## src/rtl/fetch_pkg.sv

```systemverilog
// Shared definitions for the instruction fetch stage: reset vector, instruction
// size and the {instr, pc} entry carried from fetch to decode.
package fetch_pkg;

   localparam logic [31:0] RESET_PC_DEF = 32'h0000_0040;
   localparam int          INSTR_BYTES  = 4;

   typedef struct packed {
      logic [31:0] instr;
      logic [31:0] pc;
   } fetch_entry_t;

endpackage

```

## src/rtl/inst_queue.sv

```systemverilog
// Small synchronous FIFO with flush; used for the instruction queue and for the
// PCs of fetches still in flight. DEPTH must be a power of two.
module inst_queue
   import fetch_pkg::*;
#(
   parameter int WIDTH = 64,
   parameter int DEPTH = 2
) (
   input  logic                     i_clk,
   input  logic                     i_resetN,
   input  logic                     i_push,
   input  logic [WIDTH-1:0]         i_data,
   input  logic                     i_pop,
   input  logic                     i_flush,
   output logic [WIDTH-1:0]         o_head,
   output logic [$clog2(DEPTH):0]   o_count,
   output logic                     o_full,
   output logic                     o_empty
);

   localparam int AW = $clog2(DEPTH);

   logic [WIDTH-1:0] r_mem [DEPTH];
   logic [AW-1:0]    r_rd;
   logic [AW-1:0]    r_wr;
   logic [AW:0]      r_count;
   logic             w_push;
   logic             w_pop;

   assign o_empty = (r_count == '0);
   assign o_full  = (r_count == (AW+1)'(DEPTH));
   assign o_count = r_count;
   assign o_head  = r_mem[r_rd];

   // A pop frees the slot a same-cycle push may need when the FIFO is full.
   assign w_pop  = i_pop && !o_empty && !i_flush;
   assign w_push = i_push && (!o_full || w_pop) && !i_flush;

   always_ff @(posedge i_clk or negedge i_resetN) begin
      if (!i_resetN) begin
         r_rd    <= '0;
         r_wr    <= '0;
         r_count <= '0;
      end else if (i_flush) begin
         r_rd    <= '0;
         r_wr    <= '0;
         r_count <= '0;
      end else begin
         if (w_push) r_wr <= r_wr + 1'b1;
         if (w_pop)  r_rd <= r_rd + 1'b1;
         unique case ({w_push, w_pop})
            2'b10:   r_count <= r_count + 1'b1;
            2'b01:   r_count <= r_count - 1'b1;
            default: r_count <= r_count;
         endcase
      end
   end

   always_ff @(posedge i_clk or negedge i_resetN) begin
      if (!i_resetN) begin
         for (int i = 0; i < DEPTH; i++) r_mem[i] <= '0;
      end else if (w_push) begin
         r_mem[r_wr] <= i_data;
      end
   end

endmodule

```

## src/rtl/inst_fetch.sv

```systemverilog
// Instruction fetch stage: owns the PC, issues credit-limited fetches, queues
// returned words with their PCs for decode and discards fetches made stale by a redirect.
module inst_fetch
   import fetch_pkg::*;
#(
   parameter int               DBITS    = 32,
   parameter int               IBITS    = 32,
   parameter logic [DBITS-1:0] RESET_PC = DBITS'(RESET_PC_DEF),
   parameter int               QDEPTH   = 2
) (
   input  logic             clk,
   input  logic             resetN,
   output logic             imemReqValid,
   input  logic             imemReqReady,
   output logic [DBITS-1:0] imemReqAddr,
   input  logic             imemRespValid,
   input  logic [IBITS-1:0] imemRespData,
   input  logic             redirectValid,
   input  logic [DBITS-1:0] redirectPc,
   output logic             outValid,
   input  logic             outReady,
   output logic [IBITS-1:0] outInstr,
   output logic [DBITS-1:0] outPc,
   output logic [DBITS-1:0] outPcPlus4
);

   localparam int CW = $clog2(QDEPTH) + 1;

   logic [DBITS-1:0]       r_pc;
   logic [CW-1:0]          r_drop;

   logic [CW-1:0]          w_inflight;
   logic [CW-1:0]          w_qcount;
   logic [CW:0]            w_used;
   logic [DBITS-1:0]       w_fl_head;
   logic [IBITS+DBITS-1:0] w_q_head;
   logic                   w_q_empty;
   logic                   w_accept;
   logic                   w_keep;
   logic                   w_pop;
   logic                   w_unused_q_full;
   logic                   w_unused_fl_full;
   logic                   w_unused_fl_empty;
   logic                   w_unused_pc_lsbs;

   assign w_unused_pc_lsbs = &{1'b0, redirectPc[1:0]};

   // Every outstanding fetch owns a queue slot, so responses can never overflow the queue.
   assign w_used       = {1'b0, w_inflight} + {1'b0, w_qcount};
   assign imemReqValid = resetN && !redirectValid && (w_used < (CW+1)'(QDEPTH));
   assign imemReqAddr  = r_pc;
   assign w_accept     = imemReqValid && imemReqReady;

   assign w_keep = imemRespValid && !redirectValid && (r_drop == '0);
   assign w_pop  = outValid && outReady && !redirectValid;

   always_ff @(posedge clk or negedge resetN) begin
      if (!resetN) begin
         r_pc <= {RESET_PC[DBITS-1:2], 2'b00};
      end else if (redirectValid) begin
         r_pc <= {redirectPc[DBITS-1:2], 2'b00};
      end else if (w_accept) begin
         r_pc <= r_pc + DBITS'(INSTR_BYTES);
      end
   end

   // On redirect, everything still outstanding after this cycle's response is stale.
   always_ff @(posedge clk or negedge resetN) begin
      if (!resetN) begin
         r_drop <= '0;
      end else if (redirectValid) begin
         r_drop <= w_inflight - CW'(imemRespValid);
      end else if (imemRespValid && (r_drop != '0)) begin
         r_drop <= r_drop - 1'b1;
      end
   end

   inst_queue #(
      .WIDTH (DBITS),
      .DEPTH (QDEPTH)
   ) u_inflight (
      .i_clk    (clk),
      .i_resetN (resetN),
      .i_push   (w_accept),
      .i_data   (r_pc),
      .i_pop    (imemRespValid),
      .i_flush  (1'b0),
      .o_head   (w_fl_head),
      .o_count  (w_inflight),
      .o_full   (w_unused_fl_full),
      .o_empty  (w_unused_fl_empty)
   );

   inst_queue #(
      .WIDTH (IBITS + DBITS),
      .DEPTH (QDEPTH)
   ) u_iqueue (
      .i_clk    (clk),
      .i_resetN (resetN),
      .i_push   (w_keep),
      .i_data   ({imemRespData, w_fl_head}),
      .i_pop    (w_pop),
      .i_flush  (redirectValid),
      .o_head   (w_q_head),
      .o_count  (w_qcount),
      .o_full   (w_unused_q_full),
      .o_empty  (w_q_empty)
   );

   assign outValid   = !w_q_empty;
   assign outInstr   = w_q_head[IBITS+DBITS-1:DBITS];
   assign outPc      = w_q_head[DBITS-1:0];
   assign outPcPlus4 = outPc + DBITS'(INSTR_BYTES);

endmodule
```

## config.mk

```make
export PLATFORM = sky130hd
export DESIGN_NAME = inst_fetch
export DESIGN_NICKNAME = d
export VERILOG_FILES = /design/src/rtl/fetch_pkg.sv /design/src/rtl/inst_queue.sv /design/src/rtl/inst_fetch.sv
export SDC_FILE = /design/constraint.sdc
export NUM_CORES = 1
export LEC_CHECK = 0
export CORE_ASPECT_RATIO = 2
export CORE_MARGIN = 10
export CORE_UTILIZATION = 30
export CTS_BUF_LIST = sky130_fd_sc_hd__clkbuf_4 sky130_fd_sc_hd__clkbuf_8
export DETAILED_ROUTE_END_ITERATION = 6
export SYNTH_ARGS = -nofsm -noshare
export SYNTH_HDL_FRONTEND = slang
export SYNTH_SLANG_ARGS = --single-unit
```

## constraint.sdc

```tcl
create_clock -name clk -period 2.91 [get_ports clk]
set_input_delay 0.4365 -clock clk [delete_from_list [all_inputs] [get_ports clk]]
set_output_delay 0.4365 -clock clk [all_outputs]
set_load 0.05 [all_outputs]
```

Word-level counts from Yosys, hierarchy flattened:

Cells that the tools add are included.

* bits of input ports: 70
* register bits: 234
* output and inout port bits: 130
* logic and storage cells: 98

* reduce and logical (&&, ||, !) cells: 33
* bitwise gates (word level): 4
* add/subtract/negate cells: 13
* multiplexer cells: 23
* order comparisons: 7
* equal/unequal tests: 6

Operators by type and width (number)
* 64-bit two-way mux: 4
* 32-bit two-way mux: 6
* 128-bit bitwise mux: 1
* 32-bit by 3-bit adder with 32-bit output (second input constant): 2
* 64-bit bitwise mux: 1
* 64-bit demux with 1-bit select: 1
* 32-bit demux with 1-bit select: 1
* 1-bit logical AND: 16
* 2-bit nonzero test: 6
* 2-bit == test (second input constant): 4
* 2-bit >= comparator (second input constant): 4
* 1-bit inverter with 2-bit output: 4
* 2-bit case mux with 2 select lines: 2
* 2-bit logical NOT: 3
* 2-bit two-way mux: 3
* 2-bit by 1-bit subtractor with 2-bit output (second input constant): 3
* 1-bit logical NOT: 5
* 1-bit adder (second input constant): 4
* 2-bit by 1-bit adder with 2-bit output (second input constant): 2
* 2-bit by 1-bit == test with 1-bit output (second input constant): 2
* 2-bit by 1-bit less-than comparator with 1-bit output (second input constant): 2
* 1-bit two-way mux: 4
* 2-bit by 2-bit adder with 3-bit output: 1
* 3-bit by 2-bit less-than comparator with 1-bit output (second input constant): 1
* 3 further kinds: 4

Logic depth before layout (Yosys ltp):

* word-level depth: 12
* depth in mapped cells: 13
* gate-level depth less buffers: 9

By module:

Synthesis repeated with hierarchy kept, for this count alone.

* cells, all modules: 890
* area, all modules: 11721.2 sq um

By module, submodules not included
* inst_queue (u_iqueue): cells an instance 368, area an instance 5935.7 sq um, seq. area each 3303.2 sq um, instances 1
* inst_queue (u_inflight): cells an instance 199, area an instance 3161.8 sq um, seq. area each 1701.6 sq um, instances 1
* inst_fetch: cells an instance 323, area an instance 2623.8 sq um, seq. area each 802.0 sq um, instances 1

Worst setup path before layout:

Ideal clock, no wire load.

* path kind: reg2out
* from: reg u_iqueue.r_rd
* to: out outPcPlus4[14]
* setup slack: -1.900 ns
* arrival: 4.373 ns
* cell stages (with the launch flop): 14
* path buffers: 7
* data required time: 2.474 ns
* path through: dfrtp_1 -> buf_4 -> buf_4 -> buf_4 -> buf_4 -> buf_2 -> buf_2 -> mux2i_1 -> inv_1 -> ha_1 -> and4_1 -> buf_4 -> nor2b_1 -> xor2_1

* cells in the longest elaborated chain, start to end: 5

Ends and longest elaborated chain
* start, declared: RTL line inst_queue.sv:24 `logic [AW-1:0] r_rd;`
* start signal, assigned: RTL line inst_queue.sv:50 `if (w_pop) r_rd <= r_rd + 1'b1;`
* 1-bit inverter with 2-bit output (implied by the code): RTL line inst_queue.sv:33 `assign o_head = r_mem[r_rd];`
* 64-bit two-way mux (implied by the code) (3 in a row): RTL line inst_queue.sv:33
* net outPc[2]: RTL line inst_fetch.sv:23 `output logic [DBITS-1:0] outPc,`
* 32-bit by 3-bit adder with 32-bit output: RTL line inst_fetch.sv:113 `assign outPcPlus4 = outPc + DBITS'(INSTR_BYTES);`
* end, declared: RTL line inst_fetch.sv:24 `output logic [DBITS-1:0] outPcPlus4`

The timed path passes the listed nets, and every way through them passes these cells. The select of a mux whose other input is x is not followed.

Worst setup path after layout:

* from: reg u_iqueue.r_rd
* to: out outPcPlus4[29]

* cells in the longest elaborated chain, start to end: 5

Ends and longest elaborated chain (RTL line)
* 1-bit inverter with 2-bit output (implied by the code): inst_queue.sv:33
* 64-bit two-way mux (implied by the code) (3 in a row): inst_queue.sv:33
* 32-bit by 3-bit adder with 32-bit output: inst_fetch.sv:113

Every way passes these cells. The select of a mux whose other input is x is not followed.

==> impl_metrics.py <==
metrics = {
    "routing": {
        "totalWireLength_mm": 32.1,
        "ant_nets": 0,
        "vias_per_cell": 4.95,
        "drc": 0,
        "avgRoutedWirePerCell_um": 19.1,
        "first_iter_violations": 257,
        "vias": 8337,
        "first_pass_iters": 4,
    },
    "grt": {
        "grt_pass1_vias": 8754,
        "antenna_found_initial": 1,
        "grt_pass1_wl_mm": 49.9,
        "grt.total_usage_pct": 13.9,
        "grt_max_degree": 81,
        "overflow": 0,
    },
    "synthesis": {
        "synthTopCellsByArea": "dfrtp_1, mux2_2, mux2i_1, a21oi_1, nor2_1",
        "yosysTopAreaCell": "dfrtp_1",
        "avgSynthCellArea_um2": 11.3,
        "async_reset_ff_share_pct": 100,
        "syn-instance-count": 971,
        "synth_top_area_share_pct": 50.9,
        "yosys_warnings": 0,
        "synth_cell_type_count": 54,
        "synth_edf_count": 0,
        "ys_top_cells_by_count": "dfrtp_1, mux2_2, nor2_1",
        "synth_seq_area_share_pct": 51.2,
        "syn_area_mm2": 0.0110,
        "ys_seq_elements": 224,
        "yosysMostFrequentCell": "dfrtp_1",
        "synth_ff_type": "dfrtp_1",
    },
    "floorplan": {
        "design.portCount": 200,
        "die_h_um": 290,
        "std_cell_rows": 99,
        "die_width_um": 155,
        "core-area_mm2": 0.0363,
        "initial_core_util_pct": 30.2,
        "die-area_mm2": 0.0450,
    },
    "timing": {
        "post-route-period-util_pct": 106,
        "period_needed_ps": 3070,
        "rsz0062_at_grt": "yes",
        "fin_skew_ps": 14.5,
        "setup_slack_ps": -163,
        "finalMaxSlewViolations": 0,
        "finalSetupViolations": 20,
        "timing.hold.ws_ps": 324,
        "hold_violations": 0,
        "slew_headroom_pct": 30.0,
        "max_freq_ghz": 0.325,
        "worst_slew_pin_slew_ps": 1050,
        "setup_tns_ps": -2130,
    },
    "cells_and_area": {
        "area_delta_synth_final_pct": 39.1,
        "finish.utilization_pct": 42.0,
        "drive_above_1_share_pct": 35.1,
        "nets": 1282,
    },
    "critical_path": {
        "startpoint": "u_iqueue.r_rd",
        "path_max_fanout": 10,
        "path_delay_family": "buffers and inverters",
        "rr_worst_depth": 8,
        "end_kind": "output pin",
        "crit_slowest_cell": "dfrtp_4",
        "crit_chain": "buf_4, nand3b_1, a22oi_2, buf_4, and3_4, buf_12, nand4_1, xnor2_2, buf_12",
        "timing.rr.start": "u_inflight.o_count[0]",
        "start_kind": "flop",
        "crit_cells": 9,
        "slowest_delay_ps": 530,
        "crit_arrival_ps": 2640,
        "cp_data_required_time_ps": 2470,
        "path_buf_inv": 4,
        "critPathKind": "reg -> out",
    },
    "place": {
        "globalplace.congestion": 0.798,
        "place_ws_ps": 190,
        "numPortBuffers": 191,
        "dpl.hpwl_mm": 23.5,
    },
    "outcome": {
        "outcome": "finished, violations left",
        "violations": "negative setup slack",
    },
    "cts": {
        "numCtsBuffers": 35,
        "path_clk_slew_ps": 70,
        "cts.sinks": 224,
        "root_buffer": "clkbuf_8",
        "insertion_delay_ps": 550,
        "htreeDepth": 2,
        "cts_tree": "yes",
        "clockBufferDepth": 3,
    },
    "pwr": {
        "max-vdd-ir-drop_mv": 1.04,
        "total_power_mw": 17.7,
        "leakage_nw": 6.73,
        "cellPowerDensity_mw_per_mm2": 1160,
    },
    "flow_run": {
        "drv_cap": 0,
    },
    "hold_path": {
        "hp-class": "in -> async",
    },
}
[through the flow]
stage	area, µm²	std cells
2_1_floorplan	11300	976
3_3_place_gp	14000	1597
3_5_place_dp	14000	1597
4_1_cts	15000	1673
5_1_grt	15200	1685
6_report	15200	1685
[repair_timing]
action	in CTS	in global routing
buffers inserted	14	10
resized for setup	91	41
hold buffers	1	0
endpoints found under the hold margin	27	0
setup endpoints to repair	60	37
gates cloned	0	1
pin swaps	16	20
[layout make-up]
cell class              instances  area [µm²]
diodes                          1        2.50
clock inverters                11        86.3
repair buffers                260        2800
inverters                      16        66.3
fillers                      3471       21100
well taps                     454         568
clock buffers                  50         632
flip-flops and latches        224        5610
multi-input cells             669        5470
[cells by family after synthesis]
group | synth area share, %
buffers and inverters | 4.07
muxes | 21.3
xor gates and xnor gates | 3.04
AOI/OAI and AO/OA | 7.65
DFF | 51.2
adders and majority gates | 0.754
and+or+nand+nor | 11.9
other | 0.0342
[flip-flops by register name, summed over array words and instances, names as in the netlist]
name / count
u_inflight.r_rd: 1
r_drop: 2
u_inflight.r_wr: 1
u_inflight.o_count: 2
u_iqueue.r_rd: 1
u_iqueue.r_wr: 1
u_iqueue.r_mem: 124
u_iqueue.o_count: 2
imemReqAddr: 30
u_inflight.r_mem: 60
[power breakdown]
group / switching [mW] / leakage, nW / total, mW / internal (mW)
combinational: 5.57 / 3.54 / 9.57 / 4.00
clock: 1.27 / 0.386 / 2.77 / 1.50
sequential: 0.928 / 2.81 / 5.37 / 4.44
[final timing paths]
check	slack [ps]	end
setup / recovery	-160	outPcPlus4[29]
min in group clk	470	imemReqAddr[3]
setup reg to reg	170	imemReqAddr[21]
hold / removal	320	imemReqAddr[12]
hold reg to reg	500	u_iqueue.r_mem[116]
max in group asynchronous	1160	u_iqueue.r_rd
[worst register-to-register path, cell delays in order (launching register included)]
cell and delay, ps:
dfrtp_1 450, and2_1 200, fa_1 540, nor4b_4 60, and2_4 150, nor2_1 740, buf_4 300, o21ai_0 90
o311ai_0 80
[cell usage in the layout (no fill, tap or decap), types with 4 or more instances in the layout]
cell             count
buf_2                7
xnor2_1              7
dfrtp_1            221
xnor2_4              8
buf_12              39
a22oi_1              5
clkbuf_4             9
a31oi_1              5
ha_1                 4
clkinv_2             8
nor2_1              85
mux2_2             170
nand3_1             30
nand3_4              6
a21oi_1             66
o211ai_1            11
mux2i_1             38
buf_4               70
xor2_1               6
dlymetal6s2s_1       4
clkbuf_8            41
o311ai_0             6
dlygate4sd2_1       26
and3_1               5
inv_1               14
nand2_1             65
buf_6                9
nand3b_1             6
conb_1               6
nor3_1               5
o21ai_0             27
nand4_1             15
xnor2_2             14
nor4_1               6
clkdlybuf4s50_1    100
[per-layer routing]
layer  vias up  routed length (µm)  track usage, %
li1       3926                   -               -
met1      4144               11300            13.8
met2       208               18200            26.6
met3        59                1670            3.04
met4         0                 995            5.97
met5         -                   0               0
Note: power is estimated with default switching activity, not from simulation.
